--- src/rtl/rb_pkg.sv ---
// Shared definitions for the forwarding register bank: default widths and
// the operand source codes reported on fwd_A / fwd_B.
package rb_pkg;

  localparam int RB_DATA_W = 16;
  localparam int RB_ADDR_W = 5;

  typedef enum logic [1:0] {
    FWD_FILE = 2'b00,
    FWD_EX   = 2'b01,
    FWD_DM   = 2'b10,
    FWD_WB   = 2'b11   // also reported when B takes the immediate
  } fwd_src_e;

endpackage

--- src/rtl/rb_fwd_block_if.sv ---
// Decode-side bus of the forwarding register bank: operand requests, the
// EX/DM/WB result buses, and the registered operands handed to execute.
interface rb_fwd_block_if
  import rb_pkg::*;
#(
  parameter int DATA_W = RB_DATA_W,
  parameter int ADDR_W = RB_ADDR_W
) ();

  logic [ADDR_W-1:0] RA;
  logic [ADDR_W-1:0] RB;
  logic [DATA_W-1:0] imm;
  logic              imm_sel;
  logic [DATA_W-1:0] ans_ex;
  logic [ADDR_W-1:0] RW_ex;
  logic              wr_ex;
  logic              ld_ex;
  logic [DATA_W-1:0] ans_dm;
  logic [ADDR_W-1:0] RW_dm;
  logic              wr_dm;
  logic [DATA_W-1:0] ans_wb;
  logic [ADDR_W-1:0] RW_wb;
  logic              wr_wb;
  logic [DATA_W-1:0] A;
  logic [DATA_W-1:0] B;
  logic              stall;
  logic [1:0]        fwd_A;
  logic [1:0]        fwd_B;

  modport master (
    output RA, RB, imm, imm_sel,
    output ans_ex, RW_ex, wr_ex, ld_ex,
    output ans_dm, RW_dm, wr_dm,
    output ans_wb, RW_wb, wr_wb,
    input  A, B, stall, fwd_A, fwd_B
  );

  modport slave (
    input  RA, RB, imm, imm_sel,
    input  ans_ex, RW_ex, wr_ex, ld_ex,
    input  ans_dm, RW_dm, wr_dm,
    input  ans_wb, RW_wb, wr_wb,
    output A, B, stall, fwd_A, fwd_B
  );

endinterface

--- src/rtl/rb_fwd_sel.sv ---
// Combinational operand selector: picks the youngest in-flight result for one
// source register and flags a load-use hazard on that source.
module rb_fwd_sel
  import rb_pkg::*;
#(
  parameter int DATA_W   = RB_DATA_W,
  parameter int ADDR_W   = RB_ADDR_W,
  parameter bit ZERO_REG = 1'b1
) (
  input  logic [ADDR_W-1:0] src,
  input  logic              use_imm,
  input  logic [DATA_W-1:0] imm,
  input  logic [DATA_W-1:0] file_data,
  input  logic [DATA_W-1:0] ans_ex,
  input  logic [ADDR_W-1:0] rw_ex,
  input  logic              wr_ex,
  input  logic              ld_ex,
  input  logic [DATA_W-1:0] ans_dm,
  input  logic [ADDR_W-1:0] rw_dm,
  input  logic              wr_dm,
  input  logic [DATA_W-1:0] ans_wb,
  input  logic [ADDR_W-1:0] rw_wb,
  input  logic              wr_wb,
  output logic [DATA_W-1:0] data,
  output fwd_src_e          code,
  output logic              load_hazard
);

  logic is_zero;

  assign is_zero = ZERO_REG && (src == '0);

  // NOTE: every output gets a default before the if-chain so no path can infer a latch.
  always_comb begin
    data = file_data;
    code = FWD_FILE;
    if (use_imm) begin
      data = imm;
      code = FWD_WB;
    end else if (is_zero) begin
      data = '0;
      code = FWD_FILE;
    end else if (wr_ex && !ld_ex && (rw_ex == src)) begin
      data = ans_ex;
      code = FWD_EX;
    end else if (wr_dm && (rw_dm == src)) begin
      data = ans_dm;
      code = FWD_DM;
    end else if (wr_wb && (rw_wb == src)) begin
      data = ans_wb;
      code = FWD_WB;
    end
  end

  // A load in EX cannot supply its value yet, so a matching source must wait.
  assign load_hazard = !use_imm && !is_zero && wr_ex && ld_ex && (rw_ex == src);

endmodule

--- src/rtl/rb_fwd_block.sv ---
// Register bank with internal operand forwarding and load-use stall,
// registering the A/B operands for the EX stage.
module rb_fwd_block
  import rb_pkg::*;
#(
  parameter int DATA_W   = RB_DATA_W,
  parameter int ADDR_W   = RB_ADDR_W,
  parameter bit ZERO_REG = 1'b1
) (
  input logic           clk,
  input logic           rst_n,
  rb_fwd_block_if.slave bus
);

  localparam int NREG = 2 ** ADDR_W;

  logic [DATA_W-1:0] rf_q [NREG];
  logic [DATA_W-1:0] rf_d [NREG];
  logic [DATA_W-1:0] a_q, a_d, b_q, b_d, a_sel, b_sel;
  fwd_src_e          fa_q, fa_d, fb_q, fb_d, fa_sel, fb_sel;
  logic              hz_a, hz_b, stall;

  rb_fwd_sel #(.DATA_W(DATA_W), .ADDR_W(ADDR_W), .ZERO_REG(ZERO_REG)) u_sel_a (
    .src(bus.RA), .use_imm(1'b0), .imm('0), .file_data(rf_q[bus.RA]),
    .ans_ex(bus.ans_ex), .rw_ex(bus.RW_ex), .wr_ex(bus.wr_ex), .ld_ex(bus.ld_ex),
    .ans_dm(bus.ans_dm), .rw_dm(bus.RW_dm), .wr_dm(bus.wr_dm),
    .ans_wb(bus.ans_wb), .rw_wb(bus.RW_wb), .wr_wb(bus.wr_wb),
    .data(a_sel), .code(fa_sel), .load_hazard(hz_a)
  );

  rb_fwd_sel #(.DATA_W(DATA_W), .ADDR_W(ADDR_W), .ZERO_REG(ZERO_REG)) u_sel_b (
    .src(bus.RB), .use_imm(bus.imm_sel), .imm(bus.imm), .file_data(rf_q[bus.RB]),
    .ans_ex(bus.ans_ex), .rw_ex(bus.RW_ex), .wr_ex(bus.wr_ex), .ld_ex(bus.ld_ex),
    .ans_dm(bus.ans_dm), .rw_dm(bus.RW_dm), .wr_dm(bus.wr_dm),
    .ans_wb(bus.ans_wb), .rw_wb(bus.RW_wb), .wr_wb(bus.wr_wb),
    .data(b_sel), .code(fb_sel), .load_hazard(hz_b)
  );

  assign stall = hz_a | hz_b;

  // Write-back proceeds even while stalled; register 0 stays hard-wired when enabled.
  always_comb begin
    rf_d = rf_q;
    if (bus.wr_wb && !(ZERO_REG && (bus.RW_wb == '0))) begin
      rf_d[bus.RW_wb] = bus.ans_wb;
    end
  end

  always_comb begin
    a_d  = a_q;
    b_d  = b_q;
    fa_d = fa_q;
    fb_d = fb_q;
    if (!stall) begin
      a_d  = a_sel;
      b_d  = b_sel;
      fa_d = fa_sel;
      fb_d = fb_sel;
    end
  end

  // NOTE: the file is a flop array, not a RAM macro, so it is cleared on reset like the operand registers.
  always_ff @(posedge clk) begin
    if (!rst_n) begin
      rf_q <= '{default: '0};
      a_q  <= '0;
      b_q  <= '0;
      fa_q <= FWD_FILE;
      fb_q <= FWD_FILE;
    end else begin
      rf_q <= rf_d;
      a_q  <= a_d;
      b_q  <= b_d;
      fa_q <= fa_d;
      fb_q <= fb_d;
    end
  end

  assign bus.A     = a_q;
  assign bus.B     = b_q;
  assign bus.fwd_A = fa_q;
  assign bus.fwd_B = fb_q;
  assign bus.stall = stall;

endmodule

--- src/flat_wrapper.sv ---
// flat-port wrapper written by rule: the top's interface ports become plain ports
module rb_fwd_block_flat import rb_pkg::*;
#(
  parameter int DATA_W   = RB_DATA_W,
  parameter int ADDR_W   = RB_ADDR_W,
  parameter bit ZERO_REG = 1'b1
)
  (clk, rst_n, bus_RA, bus_RB, bus_imm, bus_imm_sel, bus_ans_ex, bus_RW_ex, bus_wr_ex, bus_ld_ex, bus_ans_dm, bus_RW_dm, bus_wr_dm, bus_ans_wb, bus_RW_wb, bus_wr_wb, bus_A, bus_B, bus_stall, bus_fwd_A, bus_fwd_B);
  rb_fwd_block_if #(.DATA_W(DATA_W), .ADDR_W(ADDR_W)) bus_i ();
  input logic clk;
  input logic rst_n;
  input wire logic [$bits(bus_i.RA)-1:0] bus_RA;
  input wire logic [$bits(bus_i.RB)-1:0] bus_RB;
  input wire logic [$bits(bus_i.imm)-1:0] bus_imm;
  input wire logic [$bits(bus_i.imm_sel)-1:0] bus_imm_sel;
  input wire logic [$bits(bus_i.ans_ex)-1:0] bus_ans_ex;
  input wire logic [$bits(bus_i.RW_ex)-1:0] bus_RW_ex;
  input wire logic [$bits(bus_i.wr_ex)-1:0] bus_wr_ex;
  input wire logic [$bits(bus_i.ld_ex)-1:0] bus_ld_ex;
  input wire logic [$bits(bus_i.ans_dm)-1:0] bus_ans_dm;
  input wire logic [$bits(bus_i.RW_dm)-1:0] bus_RW_dm;
  input wire logic [$bits(bus_i.wr_dm)-1:0] bus_wr_dm;
  input wire logic [$bits(bus_i.ans_wb)-1:0] bus_ans_wb;
  input wire logic [$bits(bus_i.RW_wb)-1:0] bus_RW_wb;
  input wire logic [$bits(bus_i.wr_wb)-1:0] bus_wr_wb;
  output wire logic [$bits(bus_i.A)-1:0] bus_A;
  output wire logic [$bits(bus_i.B)-1:0] bus_B;
  output wire logic [$bits(bus_i.stall)-1:0] bus_stall;
  output wire logic [$bits(bus_i.fwd_A)-1:0] bus_fwd_A;
  output wire logic [$bits(bus_i.fwd_B)-1:0] bus_fwd_B;
  assign bus_i.RA = bus_RA;
  assign bus_i.RB = bus_RB;
  assign bus_i.imm = bus_imm;
  assign bus_i.imm_sel = bus_imm_sel;
  assign bus_i.ans_ex = bus_ans_ex;
  assign bus_i.RW_ex = bus_RW_ex;
  assign bus_i.wr_ex = bus_wr_ex;
  assign bus_i.ld_ex = bus_ld_ex;
  assign bus_i.ans_dm = bus_ans_dm;
  assign bus_i.RW_dm = bus_RW_dm;
  assign bus_i.wr_dm = bus_wr_dm;
  assign bus_i.ans_wb = bus_ans_wb;
  assign bus_i.RW_wb = bus_RW_wb;
  assign bus_i.wr_wb = bus_wr_wb;
  assign bus_A = bus_i.A;
  assign bus_B = bus_i.B;
  assign bus_stall = bus_i.stall;
  assign bus_fwd_A = bus_i.fwd_A;
  assign bus_fwd_B = bus_i.fwd_B;
  rb_fwd_block #(.DATA_W(DATA_W), .ADDR_W(ADDR_W), .ZERO_REG(ZERO_REG)) u_core (.clk(clk), .rst_n(rst_n), .bus(bus_i));
endmodule
--- config.mk ---
export PLATFORM = sky130hd
export DESIGN_NAME = rb_fwd_block_flat
export DESIGN_NICKNAME = d
export VERILOG_FILES = /design/src/rtl/rb_pkg.sv /design/src/rtl/rb_fwd_block_if.sv /design/src/rtl/rb_fwd_sel.sv /design/src/rtl/rb_fwd_block.sv /design/src/flat_wrapper.sv
export SDC_FILE = /design/constraint.sdc
export NUM_CORES = 2
export LEC_CHECK = 0
export CORE_UTILIZATION = 56
export CTS_CLUSTER_DIAMETER = 100
export CTS_CLUSTER_SIZE = 16
export DETAILED_ROUTE_END_ITERATION = 10
export PLACE_DENSITY = 0.76
export SYNTH_ARGS = -nofsm -noshare
export SYNTH_HDL_FRONTEND = slang
export SYNTH_SLANG_ARGS = --single-unit
export TNS_END_PERCENT = 50
--- constraint.sdc ---
create_clock -name clk -period 2.2 [get_ports clk]
set_input_delay 0.22 -clock clk [delete_from_list [all_inputs] [get_ports clk]]
set_output_delay 0.22 -clock clk [all_outputs]
set_load 0.005 [all_outputs]
==> results by group <==
Floorplan
  – # IOs: 133
  – Die area: 0.0541 mm^2
  – Die Wd: 233 um
  – Die Ht: 233 um
  – Rows: 84
  – Starting Density: 56.6%
  – Core Box Area: 0.0526 mm^2

Setup path
  – Critical path type: in -> out
  – Arr. time, crit path: 1.84 ns
  – FF-to-FF Start: u_core.rf_q[52]
  – Crit end category: output port
  – Worst-path cell chain: clkdlybuf4s50_1 > xor2_1 > or3_4 > nor4_4 > buf_6 > nor2_8 > inv_6 > clkbuf_2
  – CP Data Required Time: 1.98 ns
  – Critical Path Source Type: input port
  – Slowest cell on crit path: clkdlybuf4s50_1
  – Max incr delay on CP: 0.44 ns
  – CP max FO: 4
  – Crit. Startpoint: bus_RW_ex[0]

Flow run
  – Max_cap viols: 0

Power
  – Peak supply drop: 0.482 mV
  – Pwr Density: 556 mW/mm^2
  – Final Power: 19.5 mW
  – Pleak: 11.8 nW

Yosys
  – XOR/XNOR Fraction of Synth Area: 0.908%
  – Compound-cell area share of the yosys netlist: 21.5%
  – Syn Std Cell Area: 0.0298 mm^2
  – Multiplexer area fraction after synthesis: 19.4%
  – Cell taking the most area after synthesis: dfxtp_1
  – Synth Warn #: 0
  – Post-synth net total: 3,348
  – Number of synthesized flops with an enable pin: 0
  – Sequential-to-total area share from yosys stat: 36.9%
  – Synth unique cells: 54
  – Post-synthesis async set-or-reset flop share: 0%
  – Synth Flop Type: dfxtp_1
  – Main area contributors after synthesis: dfxtp_1 37%, mux4_2 19%, nand2_1 13%, a21boi_0 13%, clkbuf_1 3.1%
  – Simple-Gate Fraction of Synth Area: 16.8%
  – Top cell type's share of synthesized area: 36.9%
  – Main combinational cell family by area after synthesis: compound AO/OA/AOI/OAI gates
  – Yosys reg bits: 548
  – Synth Area per Inst: 9.15 um^2
  – Area share of fa/ha/maj cells after synthesis: 0%
  – Mapped Cells: 3,252

Routing
  – Drt total wl: 111,000 um
  – Drt wl/cell: 27.2 um
  – Final ANT Viol Nets: 0
  – Via count: 27,603
  – DRC: 0
  – Drt pass-1 iters: 8
  – Starting DRT DRC Count: 4,241
  – Vias per cell: 6.79

GRT
  – Largest net degree at the start of global routing: 110
  – First-pass GRT wire length: 165,000 um
  – Gr usage total: 40.7%
  – Vias in the first global route: 26,621
  – Number of antenna violations at the first check in global routing: 3
  – Grt ovf: 0

STA
  – Worst Skew: 0.0347 ns
  – Slew at the pin closest to its max-slew limit: 0.489 ns
  – Tmin final: 2.06 ns
  – Slew margin rel.: 67.4%
  – Fin. Hold Viols: 0
  – Unrepaired setup endpoints after global routing: false
  – Fmax: 0.486 GHz
  – Fin crit share: 93.5%
  – Final Setup Violations: 0
  – Max-slew violations: 0

Min path
  – Hold crit path type: in -> reg
  – Hold Path Origin: rst_n

Place
  – I/O Buffers: 132
  – Inst Count DP: 4,016
  – Dpl hpwl: 76,000 um
  – GP Congestion: 1.04

Clocking
  – CTS tree: done
  – Reg clk slew, reported paths: 0.08 ns
  – Root Buffer Master: clkbuf_16
  – H-tree depth: 2
  – Cts bufs inserted: 40
  – Cts-stage hold buffer count: 0
  – CTS Buffer Depth: 3
  – Total clock sinks: 548
  – Clock latency on the worst-skew pair: 0.60 ns

Layout
  – Fill count: 4,014
  – Layout cells sized above 1: 18.2%
  – Fin cells: 4,065
  – Fin nets: 3,469
  – Multi-input logic area: 0.0174 mm^2
  – Syn-to-layout area delta: 17.8%
  – FF/Latch Area: 0.0110 mm^2

Outcome
  – Status: complete, no violations
[cell usage in the layout (no fill, tap or decap), types with 4 or more instances in the layout]
cell type / n
nor2b_2: 4
nand2_1: 1066
o2bb2ai_1: 16
or2_2: 4
xnor2_1: 15
nor2_1: 99
a21oi_1: 35
xor2_1: 14
dlygate4sd2_1: 6
a221o_1: 16
dfxtp_1: 548
o211a_1: 16
clkdlybuf4s50_1: 118
buf_6: 6
a31oi_1: 16
nor2_2: 4
buf_4: 171
o21ai_0: 20
a22oi_1: 48
a32o_1: 16
o211ai_1: 18
and2_1: 23
o311a_1: 16
buf_12: 103
a22o_1: 96
nand3_1: 24
o21a_1: 16
mux4_2: 256
and3_1: 4
a21boi_0: 496
clkbuf_16: 41
[final cells by class]
| type | count | area share [%] |
|---|---|---|
| Antenna cell | 1 | 0.00714 |
| Clock buffer | 41 | 2.93 |
| Clock inverter | 4 | 0.0963 |
| Inverter | 1 | 0.0250 |
| Multi-Input combinational cell | 2372 | 49.8 |
| Sequential cell | 548 | 31.3 |
| Tap cell | 688 | 2.45 |
| Timing Repair Buffer | 410 | 13.5 |
[sequential cells by signal, summed over array words and instances, names as in the netlist]
signal and count:
u_core.bus.B 16, u_core.bus.fwd_A 2, u_core.bus.fwd_B 2, u_core.bus.A 16
u_core.rf_q 512
[cell families after synthesis]
kind of cell              Yosys count
AOI/OAI and AO/OA                 829
xor gates and xnor gates           30
buffers and inverters             332
DFF                               548
muxes                             256
and+or+nand+nor                  1257
[cells in the mapped netlist, types with 3 or more instances]
| cell type | n |
|---|---|
| a21boi_0 | 496 |
| a21oi_1 | 35 |
| a221o_1 | 16 |
| a22o_1 | 96 |
| a22oi_1 | 48 |
| a31oi_1 | 16 |
| a32o_1 | 16 |
| and2_1 | 23 |
| and3_1 | 4 |
| buf_1 | 27 |
| buf_2 | 47 |
| buf_4 | 3 |
| buf_6 | 6 |
| clkbuf_1 | 243 |
| clkbuf_2 | 5 |
| dfxtp_1 | 548 |
| mux4_2 | 256 |
| nand2_1 | 1066 |
| nand3_1 | 24 |
| nand3b_1 | 3 |
| nor2_1 | 101 |
| nor2b_1 | 5 |
| nor3_1 | 3 |
| nor3b_1 | 3 |
| o211a_1 | 16 |
| o211ai_1 | 18 |
| o21a_1 | 16 |
| o21ai_0 | 20 |
| o2bb2ai_1 | 16 |
| o311a_1 | 16 |
| or2_2 | 4 |
| or3b_2 | 3 |
| xnor2_1 | 15 |
| xor2_1 | 14 |
[worst max-delay path, delay by kind of cell]
family | cells | cell delay, ns
simple gates | 3 | 0.60
buf+inv | 4 | 0.83
xor+xnor | 1 | 0.18
[report_power, final]
part,internal [mW],total [mW],leakage [nW],switching (mW)
Combinational,1.09,2.50,6.84,1.41
Clock,3.33,6.93,0.524,3.60
Sequential,10.0,10.1,4.42,0.0818
[per-layer routing]
layer  part of all wire (%)  vias up  track usage (%)
met5                  0.022        -                0
met4                    6.6        4             24.0
met3                     14      443             11.3
met2                     43     2072             60.1
met1                     36    13379             53.3
li1                       -    11705                -
[what timing repair did]
action                                  in CTS  in global routing
endpoints found under the setup margin       1                  1
pin swaps                                    2                  3
gates resized for setup                     13                  3
buffers inserted                             3                  0
[stage by stage]
stage / setup slack, ns / hold WS, ns / TNS [ns] / instance area [um^2] / utilization (%)
after floorplan: -0.00648 / 0.443 / -0.0723 / 29800 / -
after global placement: -0.393 / 0.455 / -14.42 / 34000 / 64.7
after detailed placement: -0.399 / 0.467 / -24.26 / 34000 / 64.7
after CTS: 0.0172 / 0.0321 / 0 / 35100 / 66.7
after global routing: 0.0639 / 0.0520 / 0 / 35100 / 66.7
final: 0.143 / 0.0625 / 0 / 35100 / 66.7
[final timing paths]
| path | endpoint | slack (ns) | cells after the start |
|---|---|---|---|
| worst max-delay path | bus_stall | 0.14 | 8 |
| worst min-delay path | u_core.bus.A[12] | 0.06 | 2 |
| worst max register to register | u_core.bus.B[4] | 0.25 | 6 |
| worst min register to register | u_core.rf_q[412] | 0.47 | 2 |
Power figures use the tool's default switching activity.
